<file path="src/rtl/booth_pkg.sv">
// Shared types for the radix-4 Booth digit accumulator: the recoded digit,
// the accumulator FSM states and the digit-count helper.
package booth_pkg;

  typedef struct packed {
    logic neg;
    logic zero;
    logic two;
  } booth_digit_t;

  typedef enum logic [1:0] {
    StIdle,
    StAccum,
    StDone
  } booth_acc_state_e;

  // One radix-4 digit covers two multiplier bits.
  function automatic int unsigned booth_digits(int unsigned width);
    return width / 2;
  endfunction

endpackage

</file>
<file path="src/rtl/booth_pp_select.sv">
// Decodes one Booth digit against the multiplicand into a sign-extended partial product.
// BOOTH_DIGIT_CHECK_EN: when defined, flags zero&two as an illegal digit.
module booth_pp_select
  import booth_pkg::*;
#(
  parameter int unsigned WIDTH = 8
) (
  input  booth_digit_t           digit,
  input  logic [WIDTH-1:0]       a,
  output logic [2*WIDTH-1:0]     pp,
  output logic                   illegal
);

  logic [2*WIDTH-1:0] a_ext;
  logic [2*WIDTH-1:0] mag;

  always_comb begin
    a_ext = {{WIDTH{a[WIDTH-1]}}, a};
    if (digit.zero) begin
      mag = '0;
    end else if (digit.two) begin
      mag = a_ext << 1;
    end else begin
      mag = a_ext;
    end
    // -0 naturally collapses to 0 in two's complement.
    pp = digit.neg ? ('0 - mag) : mag;
  end

`ifdef BOOTH_DIGIT_CHECK_EN
  assign illegal = digit.zero & digit.two;
`else
  assign illegal = 1'b0;
`endif

endmodule

</file>
<file path="src/rtl/booth_digit_accumulator.sv">
// Accumulates an LSB-first stream of radix-4 Booth digits into the signed product with a
// multiplicand latched at start; valid/ready on start, digit and result sides.
module booth_digit_accumulator
  import booth_pkg::*;
#(
  parameter int unsigned WIDTH = 8
) (
  input  logic                 clk,
  input  logic                 rst,
  input  logic                 start_valid,
  output logic                 start_ready,
  input  logic [WIDTH-1:0]     multiplicand,
  input  logic                 digit_valid,
  output logic                 digit_ready,
  input  logic                 digit_neg,
  input  logic                 digit_zero,
  input  logic                 digit_two,
  output logic                 result_valid,
  input  logic                 result_ready,
  output logic [2*WIDTH-1:0]   result,
  output logic                 err
);

  localparam int unsigned DIGITS = booth_digits(WIDTH);
  localparam int unsigned CntW   = (DIGITS > 1) ? $clog2(DIGITS) : 1;
  localparam logic [CntW-1:0] LastCnt = CntW'(DIGITS - 1);

  booth_acc_state_e   state_q, state_d;
  logic [2*WIDTH-1:0] acc_q, acc_d;
  logic [CntW-1:0]    cnt_q, cnt_d;
  logic [WIDTH-1:0]   a_q, a_d;
  logic               err_q, err_d;

  booth_digit_t       digit;
  logic [2*WIDTH-1:0] pp;
  logic               illegal;
  logic [CntW:0]      shamt;

  assign digit = '{neg: digit_neg, zero: digit_zero, two: digit_two};
  assign shamt = {cnt_q, 1'b0};

  booth_pp_select #(
    .WIDTH (WIDTH)
  ) u_pp_select (
    .digit   (digit),
    .a       (a_q),
    .pp      (pp),
    .illegal (illegal)
  );

  always_ff @(posedge clk) begin
    if (rst) begin
      state_q <= StIdle;
      acc_q   <= '0;
      cnt_q   <= '0;
      a_q     <= '0;
      err_q   <= 1'b0;
    end else begin
      state_q <= state_d;
      acc_q   <= acc_d;
      cnt_q   <= cnt_d;
      a_q     <= a_d;
      err_q   <= err_d;
    end
  end

  always_comb begin
    state_d = state_q;
    acc_d   = acc_q;
    cnt_d   = cnt_q;
    a_d     = a_q;
    err_d   = err_q;

    // Readies are pure state decode so they never depend on incoming valids.
    start_ready  = (state_q == StIdle);
    digit_ready  = (state_q == StAccum);
    result_valid = (state_q == StDone);

    unique case (state_q)
      StIdle: begin
        if (start_valid) begin
          a_d     = multiplicand;
          acc_d   = '0;
          cnt_d   = '0;
          err_d   = 1'b0;
          state_d = StAccum;
        end
      end
      StAccum: begin
        if (digit_valid) begin
          acc_d = acc_q + (pp << shamt);
          cnt_d = cnt_q + CntW'(1);
          if (illegal) begin
            err_d = 1'b1;
          end
          if (cnt_q == LastCnt) begin
            state_d = StDone;
          end
        end
      end
      StDone: begin
        if (result_ready) begin
          state_d = StIdle;
        end
      end
      default: state_d = StIdle;
    endcase
  end

  // acc is only cleared on start, so the product holds through IDLE.
  assign result = acc_q;
  assign err    = err_q;

endmodule

</file>
<file path="config.mk">
export PLATFORM = sky130hd
export DESIGN_NAME = booth_digit_accumulator
export DESIGN_NICKNAME = d
export VERILOG_FILES = /design/src/rtl/booth_pkg.sv /design/src/rtl/booth_pp_select.sv /design/src/rtl/booth_digit_accumulator.sv
export SDC_FILE = /design/constraint.sdc
export NUM_CORES = 1
export LEC_CHECK = 0
export ABC_AREA = 1
export CAP_MARGIN = 25
export CELL_PAD_IN_SITES_DETAIL_PLACEMENT = 2
export CELL_PAD_IN_SITES_GLOBAL_PLACEMENT = 2
export CORE_MARGIN = 2
export CORE_UTILIZATION = 32
export CTS_CLUSTER_DIAMETER = 40
export DETAILED_ROUTE_END_ITERATION = 6
export GPL_TIMING_DRIVEN = 0
export MAX_ROUTING_LAYER = met4
export PLACE_DENSITY_LB_ADDON = 0.05
export SETUP_SLACK_MARGIN = 0.05
export SLEW_MARGIN = 20
export SYNTH_ARGS = -nofsm -noshare
export SYNTH_HDL_FRONTEND = slang
export SYNTH_SLANG_ARGS = --single-unit
</file>
<file path="constraint.sdc">
create_clock -name clk -period 5.55 [get_ports clk]
set_clock_uncertainty 0.1 [all_clocks]
set_input_delay 1.11 -clock clk [delete_from_list [all_inputs] [get_ports clk]]
set_output_delay 1.11 -clock clk [all_outputs]
set_load 0.01 [all_outputs]
</file>
==> run metrics, run 1 <==
maxcap violations 0; TritonCTS clock tree yes; routing usage on met3 1.81%; Setup CP Type in2reg; Post-CTS Resized 0; Synth Instances approximately 380; vias in the first global route between 2k and 3k; GP Congestion between 0.8 and 0.9; Post-synth ARST share 0%; Die Ht around 92 µm; global-route wire length before repair 13700 µm; DP HPWL 6640 µm; Place WS about 940 ps; Leak 1.36 nW; Port Buffer Count 32; H-tree depth 1; worst skew pair latency 290 ps; count of cell types in the netlist 40; grt total ovfl 0; RSZ-0062 raised after global routing no; Num CTS Buffers 3; Pwr Density ~220 nW/µm²; min Tclk post-route 4270 ps; Reg area between 500 and 600 µm²; relative slew slack a little under two thirds; total negative slack 0 ps; post-route ant nets 0; Wirelength per Cell about 16 µm; Final #Nets between 400 and 500; M1 GR Usage a little under a quarter; dominant synthesized flop cell dfxtp_1; share of post-route cells with drive strength above 1 around an eighth; Final Hold Viols 0; multi-input logic area between 1500 and 2000 µm²; Max Freq between 200 and 250 MHz; clk root buf clkbuf_8; register area share after synthesis a little under a quarter; largest net degree at the start of global routing 17; Ports 36; GR Util All Layers around 21%; final setup fails 0; critical path endpoint category flip-flop; die width about 92 µm; Site Rows 32; placed inst area 2930 µm²; top post-synthesis cells by area dfxtp_1 23%, nand2_1 14%, a21oi_1 9.7%, ha_1 9.1%, nand3_1 6.0%; number of flops mapped to enable cells by yosys 0; Diodes inserted 0; DIE AREA ~8500 µm²; Data arrival, critical path between 4000 and 5000 ps; DR iter-0 viols 39; met2 usage 41.1%; clock slew seen by the registers of the worst setup and hold paths 110 ps; syn avg cell area between 6 and 7 µm²; final WL between 8000 and 9000 µm; CP max FO 7; Net Count, Synth 412; Hold Crit Class reg2reg; #FFs+latches synth 28; Worst-Margin Slew around 540 ps; Post-Syn Area between 2000 and 2500 µm²; post-synth top area cell dfxtp_1; Synth top area share a little under a quarter; vias per cell roughly 5; gr busiest metal met2; Post-synth top cells 91 x nand2_1, 48 x a21oi_1, 30 x inv_1, 30 x nand3_1, 28 x dfxtp_1; top-count cell post-synth nand2_1; hold_buf cts 0; Ys Warns 0; Post-route DRC 0; First-pass DRT Iterations 4; setup ws final 1280 ps; CP startpoint kind input port; Slew Viols, Final 0; final instance area 3000 µm²; postcts setup bufs 0; initial antenna violation count 0; final period utilization between 70 and 80%; Clock Tree Buf Depth 2; VDD IR max ~0.14 mV; CP Data Required Time about 5600 ps; core area between 7000 and 8000 µm²; status finished clean; detailed-route via count 2626; clk sink count 28; initial core utilization roughly a third; Layout fillers 946; area grow syn2layout 20.9%
## placed cells by master (no fill, tap or decap), drive strengths merged
| cell | instances |
|---|---|
| o211ai | 1 |
| clkdlybuf4s50 | 32 |
| clkinv | 1 |
| bufinv | 1 |
| clkbuf | 6 |
| nand2 | 101 |
| a211oi | 2 |
| nor4 | 1 |
| nand4 | 1 |
| a21o | 4 |
| o21ai | 27 |
| dfxtp | 28 |
| nor2 | 33 |
| a21oi | 50 |
| nand3 | 39 |
| fa | 1 |
| o31ai | 1 |
| a21boi | 2 |
| xnor2 | 2 |
| buf | 8 |
| or2 | 6 |
| inv | 34 |
| o21bai | 2 |
| xor2 | 6 |
| nor3 | 3 |
| ha | 18 |
| conb | 1 |
| nand3b | 2 |
## registers in the layout (all words and copies together), names as in the netlist
name and cells:
a_q 8, cnt_q 2, state_q 2, result 16
## path summary, 6_finish.rpt
path | startpoint | end | slack, ps | depth (start not counted)
worst max-delay path | digit_zero | result[15] | 1280 | 18
worst min-delay path | a_q[5] | a_q[5] | 380 | 2
worst max register to register | a_q[0] | result[15] | 2380 | 18
worst min register to register | a_q[5] | a_q[5] | 380 | 2
## kinds of logic after synthesis
group	count (synthesis)	share of synthesized area (%)
fa+ha+maj	19	9.88
other cells	1	0.151
flops	28	22.6
xor+xnor	8	2.82
compound gates	89	19.8
buf+inv	46	8.11
simple gates	186	36.7
## where the power goes
group          switching (W)  internal, W  leakage, nW
Clock              0.0000763    0.0000969       0.0357
Combinational       0.000168    0.0000965         1.09
Sequential         0.0000104     0.000213        0.229
## stage by stage
step / hold WS [ps] / util (%) / total power [W] / cells
2_1_floorplan: 344 / - / 0.000410 / 377
3_3_place_gp: 372 / 38.5 / 0.000484 / 511
3_5_place_dp: 368 / 38.5 / 0.000494 / 511
4_1_cts: 387 / 39.5 / 0.000673 / 515
5_1_grt: 410 / 39.5 / 0.000714 / 515
6_report: 384 / 39.5 / 0.000661 / 515
## worst max-delay path, cell delays in order
cell and delay, ps:
clkdlybuf4s50_1 490, inv_2 190, nand3_2 180, nand2_4 150, nor2_4 60, nor2_1 110, xor2_1 240, nand2_1 100
nand3_1 90, o21ai_1 90, ha_1 390, nand2_1 140, nor4_1 460, nand2_1 140, nand3_1 130, nand3_2 90
nand3_2 110, a21oi_2 50
## layout make-up
class / instances / share of cell area [%]
sequential: 28 / 18.7
buffer: 11 / 2.08
clock buffer: 3 / 1.38
multi-input combinational: 303 / 57.3
clock inverter: 1 / 1.00
timing repair buffer: 32 / 10.7
inverter: 35 / 4.63
tap: 102 / 4.25
## metal layers
metal / routed length (µm) / vias up
met5: 0 / -
met4: 65 / 0
met3: 112 / 5
met2: 4500 / 19
met1: 3410 / 1280
li1: - / 1322
Power figures use the tool's default switching activity.
==> run 2, diff against run 1 <==
--- a/config.mk
+++ b/config.mk
@@ -10,7 +10,7 @@
 export CELL_PAD_IN_SITES_DETAIL_PLACEMENT = 2
 export CELL_PAD_IN_SITES_GLOBAL_PLACEMENT = 2
 export CORE_MARGIN = 2
-export CORE_UTILIZATION = 32
+export CORE_UTILIZATION = 30
 export CTS_CLUSTER_DIAMETER = 40
 export DETAILED_ROUTE_END_ITERATION = 6
 export GPL_TIMING_DRIVEN = 0
==> constraint.sdc (replaced) <==
create_clock -name clk -period 4.05 [get_ports clk]
set_clock_uncertainty 0.1 [all_clocks]
set_input_delay 0.81 -clock clk [delete_from_list [all_inputs] [get_ports clk]]
set_output_delay 0.81 -clock clk [all_outputs]
set_load 0.01 [all_outputs]
==> run 2 against run 1 <==
  * Critical path depth is 4 higher
  * Power increased by 34%
  * First-iteration DRC count is 130% higher
  * Global-route usage shrank 0.76 points
  * Final area grew 1.1%
  * Flip-flop and latch count stayed put
  * Die area rose by 6.4%
  * Clock-buffer cell count is 1 higher
  * Combinational power grew 43%
  * Critical endpoint is now result[13]
  * Setup slack got worse by 640 ps
  * Via count up 1.1%
  * Final cell count rose by 0.97%
  * Critical path type unchanged
==> run metrics, run 2 (synthesis results as in run 1) <==
Port Buffer Count 32 (unchanged); DP HPWL 6730 µm (+1.3%); reg2reg start a_q[7]; detailed-route via count 2654 (+1.1%); share of post-route cells with drive strength above 1 14.5% (+1.6 points); Data arrival, critical path 3540 ps (-800 ps); placed inst area 2930 µm² (+0.13%); die width 95.0 µm (+3.1%); Hold Path Depth 2 (unchanged); final WL 8320 µm (+2.9%); Ports 36 (unchanged); vias per cell 5.10 (about the same); Wirelength per Cell 16.0 µm (+1.9%); R2R Setup Slk 1010 ps (-1370 ps); H-tree depth 1 (unchanged); maxcap violations 0 (unchanged); critical path endpoint category flip-flop; CP startpoint kind input port; relative slew slack 58.5% (-5.2 points); Leak 1.37 nW (+1.2%); final period utilization between 80% and 90%; commonest non-fill, non-tap cell in the layout nand2_1; TritonCTS clock tree yes; clock slew seen by the registers of the worst setup and hold paths 120 ps (about the same); Hold Crit Start a_q[6]; GP Congestion 0.816 (-0.34%); largest net degree at the start of global routing 16 (-1); Setup CP Type in2reg; clk root buf clkbuf_8; grt total ovfl 0 (unchanged); final setup fails 0 (unchanged); initial antenna violation count 0 (unchanged); Worst-Margin Slew 622 ps (+78.3 ps); core area 8130 µm² (+6.9%); total negative slack 0 ps (unchanged); final instance area 3040 µm² (+1.1%); VDD IR max 0.130 mV (-9.0%); Hold Path End a_q[6]; Diodes inserted 0 (unchanged); First-pass DRT Iterations 4 (unchanged); Pwr Total 0.000883 W (+34%); CP Data Required Time 4180 ps (-1440 ps); area grow syn2layout 22.3%; Final Hold Viols 0 (unchanged); clk sink count 28 (unchanged); Hold Crit Class reg2reg; Largest register FFs 16 (unchanged); Site Rows 33 (+3.1%); status finished clean; hold_buf cts 0 (unchanged); GR Util All Layers 20.0% (-0.76 points); Post-route DRC 0 (unchanged); min Tclk post-route 3410 ps; initial core utilization 30.5% (-2.1 points); Layout fillers 993 (+5.0%); Pwr Density 291 nW/µm² (+32%); RR Endpoint result[15]; DR iter-0 viols 89 (+130%); most frequent cells in the layout 90 x nand2_1, 47 x a21oi_1, 31 x clkdlybuf4s50_1; CP max FO 7 (unchanged); global-route wire length before repair 13800 µm (+0.45%); RSZ-0062 raised after global routing no; post-route ant nets 0 (unchanged); DIE AREA 9020 µm² (+6.4%); Clock Tree Buf Depth 2 (unchanged); Final #Nets 451 (+0.45%); Num CTS Buffers 3 (unchanged); R2R cell count 17 (-1); Die Ht 95.0 µm (+3.1%); vias in the first global route 2701 (-4.8%); Max Freq approximately 290 MHz; Slew Viols, Final 0 (unchanged); worst skew pair latency 290 ps (about the same)
-- run 2: repair_timing --
item                                    4_1_cts  5_1_grt
endpoints found under the setup margin        0        7
resized for setup                             0       12
buffers inserted                              0        2
-- run 2: worst max path at each step --
stage / from / end / slack, ps / depth (start not counted)
finish: digit_zero / result[13] / 640 / 22
global route: digit_zero / result[15] / 370 / 18
CTS: digit_zero / result[9] / 60 / 19
detailed placement: digit_zero / result[9] / -260 / 19
global placement: digit_zero / result[9] / -200 / 19
floorplan: digit_two / result[9] / 840 / 20
-- run 2: cell type report --
cell class | count | area, µm² | area share, %
multi-input cells | 303 | 1750 | 57.5
flip-flops and latches | 28 | 561 | 18.5
plain buffers | 11 | 62.6 | 2.06
well taps | 105 | 131 | 4.33
clock buffers | 4 | 55.1 | 1.81
inverters | 35 | 141 | 4.66
repair buffers | 34 | 338 | 11.1
-- run 2: power breakdown --
part / switching (W) / internal, W
sequential: 0.0000142 / 0.000291
combinational: 0.000239 / 0.000139
clock: 0.000111 / 0.0000878
total: 0.000365 / 0.000518
-- run 2: per-layer routing --
| metal | share of wire, % | vias up | GRT usage, % | routed length (µm) |
|---|---|---|---|---|
| met5 | 0 | - | - | 0 |
| met4 | 0.67 | 0 | 3.26 | 56 |
| met3 | 2.1 | 5 | 1.92 | 176 |
| met2 | 45 | 42 | 30.4 | 3710 |
| met1 | 53 | 1277 | 29.2 | 4380 |
| li1 | - | 1330 | - | - |
-- run 2: stage by stage --
stage	std cells	setup slack (ps)	hold slack [ps]	util, %
floorplan	377	841	344	-
global placement	514	-205	372	36.1
detailed placement	514	-255	381	36.1
CTS	518	58.5	400	36.7
global route	520	366	430	37.3
finish	520	643	400	37.3
-- run 2: worst max-delay path, cell delays in order --
cell            delay [ps]
dlymetal6s2s_1         210
inv_4                  100
nand3_2                140
nand2_4                100
nor2_4                 130
nand2_1                 60
nand2_1                 70
xor2_1                 180
inv_1                   80
nand2_1                 90
nand3_1                110
nand2_1                100
ha_1                   280
nand2_1                200
inv_1                  100
nand2_1                 90
nand2_1                 70
a21oi_1                150
nand2_1                110
a21oi_1                140
o21ai_0                110
a21oi_1                130
==> run 3, diff against run 2 <==
--- a/config.mk
+++ b/config.mk
@@ -10,7 +10,7 @@
 export CELL_PAD_IN_SITES_DETAIL_PLACEMENT = 2
 export CELL_PAD_IN_SITES_GLOBAL_PLACEMENT = 2
 export CORE_MARGIN = 2
-export CORE_UTILIZATION = 30
+export CORE_UTILIZATION = 27
 export CTS_CLUSTER_DIAMETER = 40
 export DETAILED_ROUTE_END_ITERATION = 6
 export GPL_TIMING_DRIVEN = 0
==> constraint.sdc (replaced) <==
create_clock -name clk -period 2.75 [get_ports clk]
set_clock_uncertainty 0.1 [all_clocks]
set_input_delay 0.55 -clock clk [delete_from_list [all_inputs] [get_ports clk]]
set_output_delay 0.55 -clock clk [all_outputs]
set_load 0.01 [all_outputs]
==> run 3 against run 2 <==
  * The flow now finishes with violations (setup timing)
  * Register-to-register slack worse by 1200 ps
  * Flip-flop and latch count did not move
  * First-iteration DRC count is 5.6% higher
  * Combinational power is 140% higher
  * Clock-buffer cell count unchanged
  * Final area up 32%
==> run metrics, run 3 (synthesis results as in run 1) <==
final WL 10700 µm (+28%); Num CTS Buffers 3 (unchanged); wire length on met2 5430 µm (+46%); Site Rows 34 (+3.0%); failing checks setup timing; area grow syn2layout 61.5%; clk sink count 28 (unchanged); Final Hold Viols 0 (unchanged); DR WL met3 163 µm (-7.4%); TritonCTS clock tree yes; setup ws final -175 ps (-817 ps); logic gate share of total power 54.8% (+12 points); CP startpoint kind input port; commonest non-fill, non-tap cell in the layout nand2_1; Clk network pwr share 17.7% (-4.8 points); CP Data Required Time 2880 ps (-1300 ps); global-route wire length before repair 16400 µm (+19%); die width 99.9 µm (+5.2%); Wirelength per Cell 19.2 µm (+20%); Inst Count DP 517 (+0.58%); final cell count without fillers 557 (+7.1%); placed inst area 3040 µm² (+3.5%); Largest register FFs 16 (unchanged); First-pass DRT Iterations 4 (unchanged); CP max FO 7 (unchanged); Pwr Total 0.00168 W (+90%); initial core utilization 28.2% (-2.3 points); switching power 0.000729 W (+100%); GP Congestion 0.829 (+1.6%); R2R cell count 19 (+2); min Tclk post-route just under 3000 ps; largest net degree at the start of global routing 16 (unchanged); Leak 1.68 nW (+22%); DP HPWL 6840 µm (+1.6%); most frequent cells in the layout 61 x nand2_1, 35 x buf_4, 32 x a21oi_1; initial antenna violation count 0 (unchanged); Slew Viols, Final 0 (unchanged); worst skew pair latency 290 ps (about the same); grt total ovfl 0 (unchanged); max layer used met4; clock slew seen by the registers of the worst setup and hold paths 120 ps (about the same); Post-route DRC 0 (unchanged); reg2reg start a_q[0]; Worst-Margin Slew 765 ps (+143 ps); H-tree depth 1 (unchanged); Port Buffer Count 32 (unchanged); vias in the first global route 3099 (+15%); VDD IR max 0.228 mV (+75%); vias per cell 5.18 (+1.5%); Die Ht 99.9 µm (+5.2%); RR Endpoint result[9]; DR iter-0 viols 94 (+5.6%); Final #Nets 485 (+7.5%); Diodes inserted 0 (unchanged); GR Util All Layers 21.4% (+1.4 points); hold_ws 396 ps (-3.91 ps); Layout fillers 993 (unchanged); maxcap violations 0 (unchanged); final period utilization 106%; relative slew slack 49.0% (-9.5 points); Setup crit end result[9]; DIE AREA 9980 µm² (+11%); sw frac 43.4% (+2.1 points); status finished, violations left; clk root buf clkbuf_8; final instance area 4010 µm² (+32%); final setup fails 10 (+10); share of post-route cells with drive strength above 1 45.2% (+31 points); DRT met1 WL 5040 µm (+15%); Hold Crit Class reg2reg; detailed-route via count 2885 (+8.7%); Pwr Density 419 nW/µm² (+44%); Max Freq roughly 340 MHz; RSZ-0062 raised after global routing yes; Setup CP Type in2reg; core area 8810 µm² (+8.3%); critical path endpoint category flip-flop; Critical path origin digit_two; Core Util, Final 45.5% (+8.2 points); Int Power 0.000952 W (+84%); Seq pwr share 27.5% (-7.1 points); R2R Setup Slk -170 ps (-1180 ps); Data arrival, critical path 3050 ps (-490 ps); Clock Tree Buf Depth 2 (unchanged); hold_buf cts 0 (unchanged); post-route ant nets 0 (unchanged); Ports 36 (unchanged)
-- run 3: changes by cell type in the layout (fill, tap and decap cells not counted), moves of 12 or more --
cell,change
nand2_2,+15
ha_4,+14
buf_4,+31
nand2_4,+14
nand2_1,-29
nand3_1,-12
a21oi_1,-15
ha_1,-12
-- run 3: power groups by stage --
stage	Sequential, W	Combinational [W]	Clock [W]
floorplan	0.000459	0.000408	0
global placement	0.000459	0.000564	0
detailed placement	0.000461	0.000578	0
CTS	0.000455	0.000764	0.000305
global route	0.000465	0.000996	0.000319
finish	0.000461	0.000921	0.000298
-- run 3: layer usage --
layer  GRT usage (%)  up-vias
met5               -        -
met3            1.74        4
li1                -     1400
met2            36.1       32
met4            3.37        0
met1            28.7     1449
-- run 3: worst min-delay path by stage --
| stage | slack (ps) | depth (start not counted) | start | to |
|---|---|---|---|---|
| final | 400 | 2 | a_q[0] | a_q[0] |
| after global routing | 410 | 2 | a_q[0] | a_q[0] |
| after CTS | 400 | 2 | a_q[2] | a_q[2] |
| after detailed placement | 380 | 2 | a_q[0] | a_q[0] |
| after global placement | 370 | 2 | a_q[6] | a_q[6] |
| after floorplan | 340 | 2 | a_q[6] | a_q[6] |
-- run 3: what timing repair did --
| item | in CTS | in global routing |
|---|---|---|
| cloned | 1 | 0 |
| setup buffers | 22 | 13 |
| resized for setup | 95 | 61 |
| pin swaps | 50 | 43 |
| endpoints found under the setup margin | 15 | 12 |
| hold endpoints to repair | 0 | 0 |
-- run 3: critical path, stage by stage --
cell and delay (ps):
buf_12 130, inv_12 70, nand2_4 50, nand3_4 70, nand2_4 90, nor2_4 170
nor2_4 50, xor2_2 190, o21ai_2 170, nand2_1 90, o21ai_2 110, ha_4 270
a21oi_4 170, nor2_2 70, nor2_2 130, nand2_4 100, a21boi_4 170, or2_4 140
nand3_2 80, a21oi_2 150
-- run 3: stage by stage --
step	worst slack [ps]	setup TNS (ps)
finish	-175	-876
floorplan	-117	-406
global placement	-1050	-11870
global route	-335	-2610
detailed placement	-1110	-12580
CTS	-34.5	-93.4
-- run 3: layout make-up --
type	instances	area [µm²]	area share (%)
Tap cell	108	135	3.37
Buffer	11	73.8	1.84
Inverter	35	158	3.93
Timing Repair Buffer	68	623	15.5
Clock buffer	4	55.1	1.37
Sequential cell	28	567	14.1
Multi-Input combinational cell	303	2400	59.8
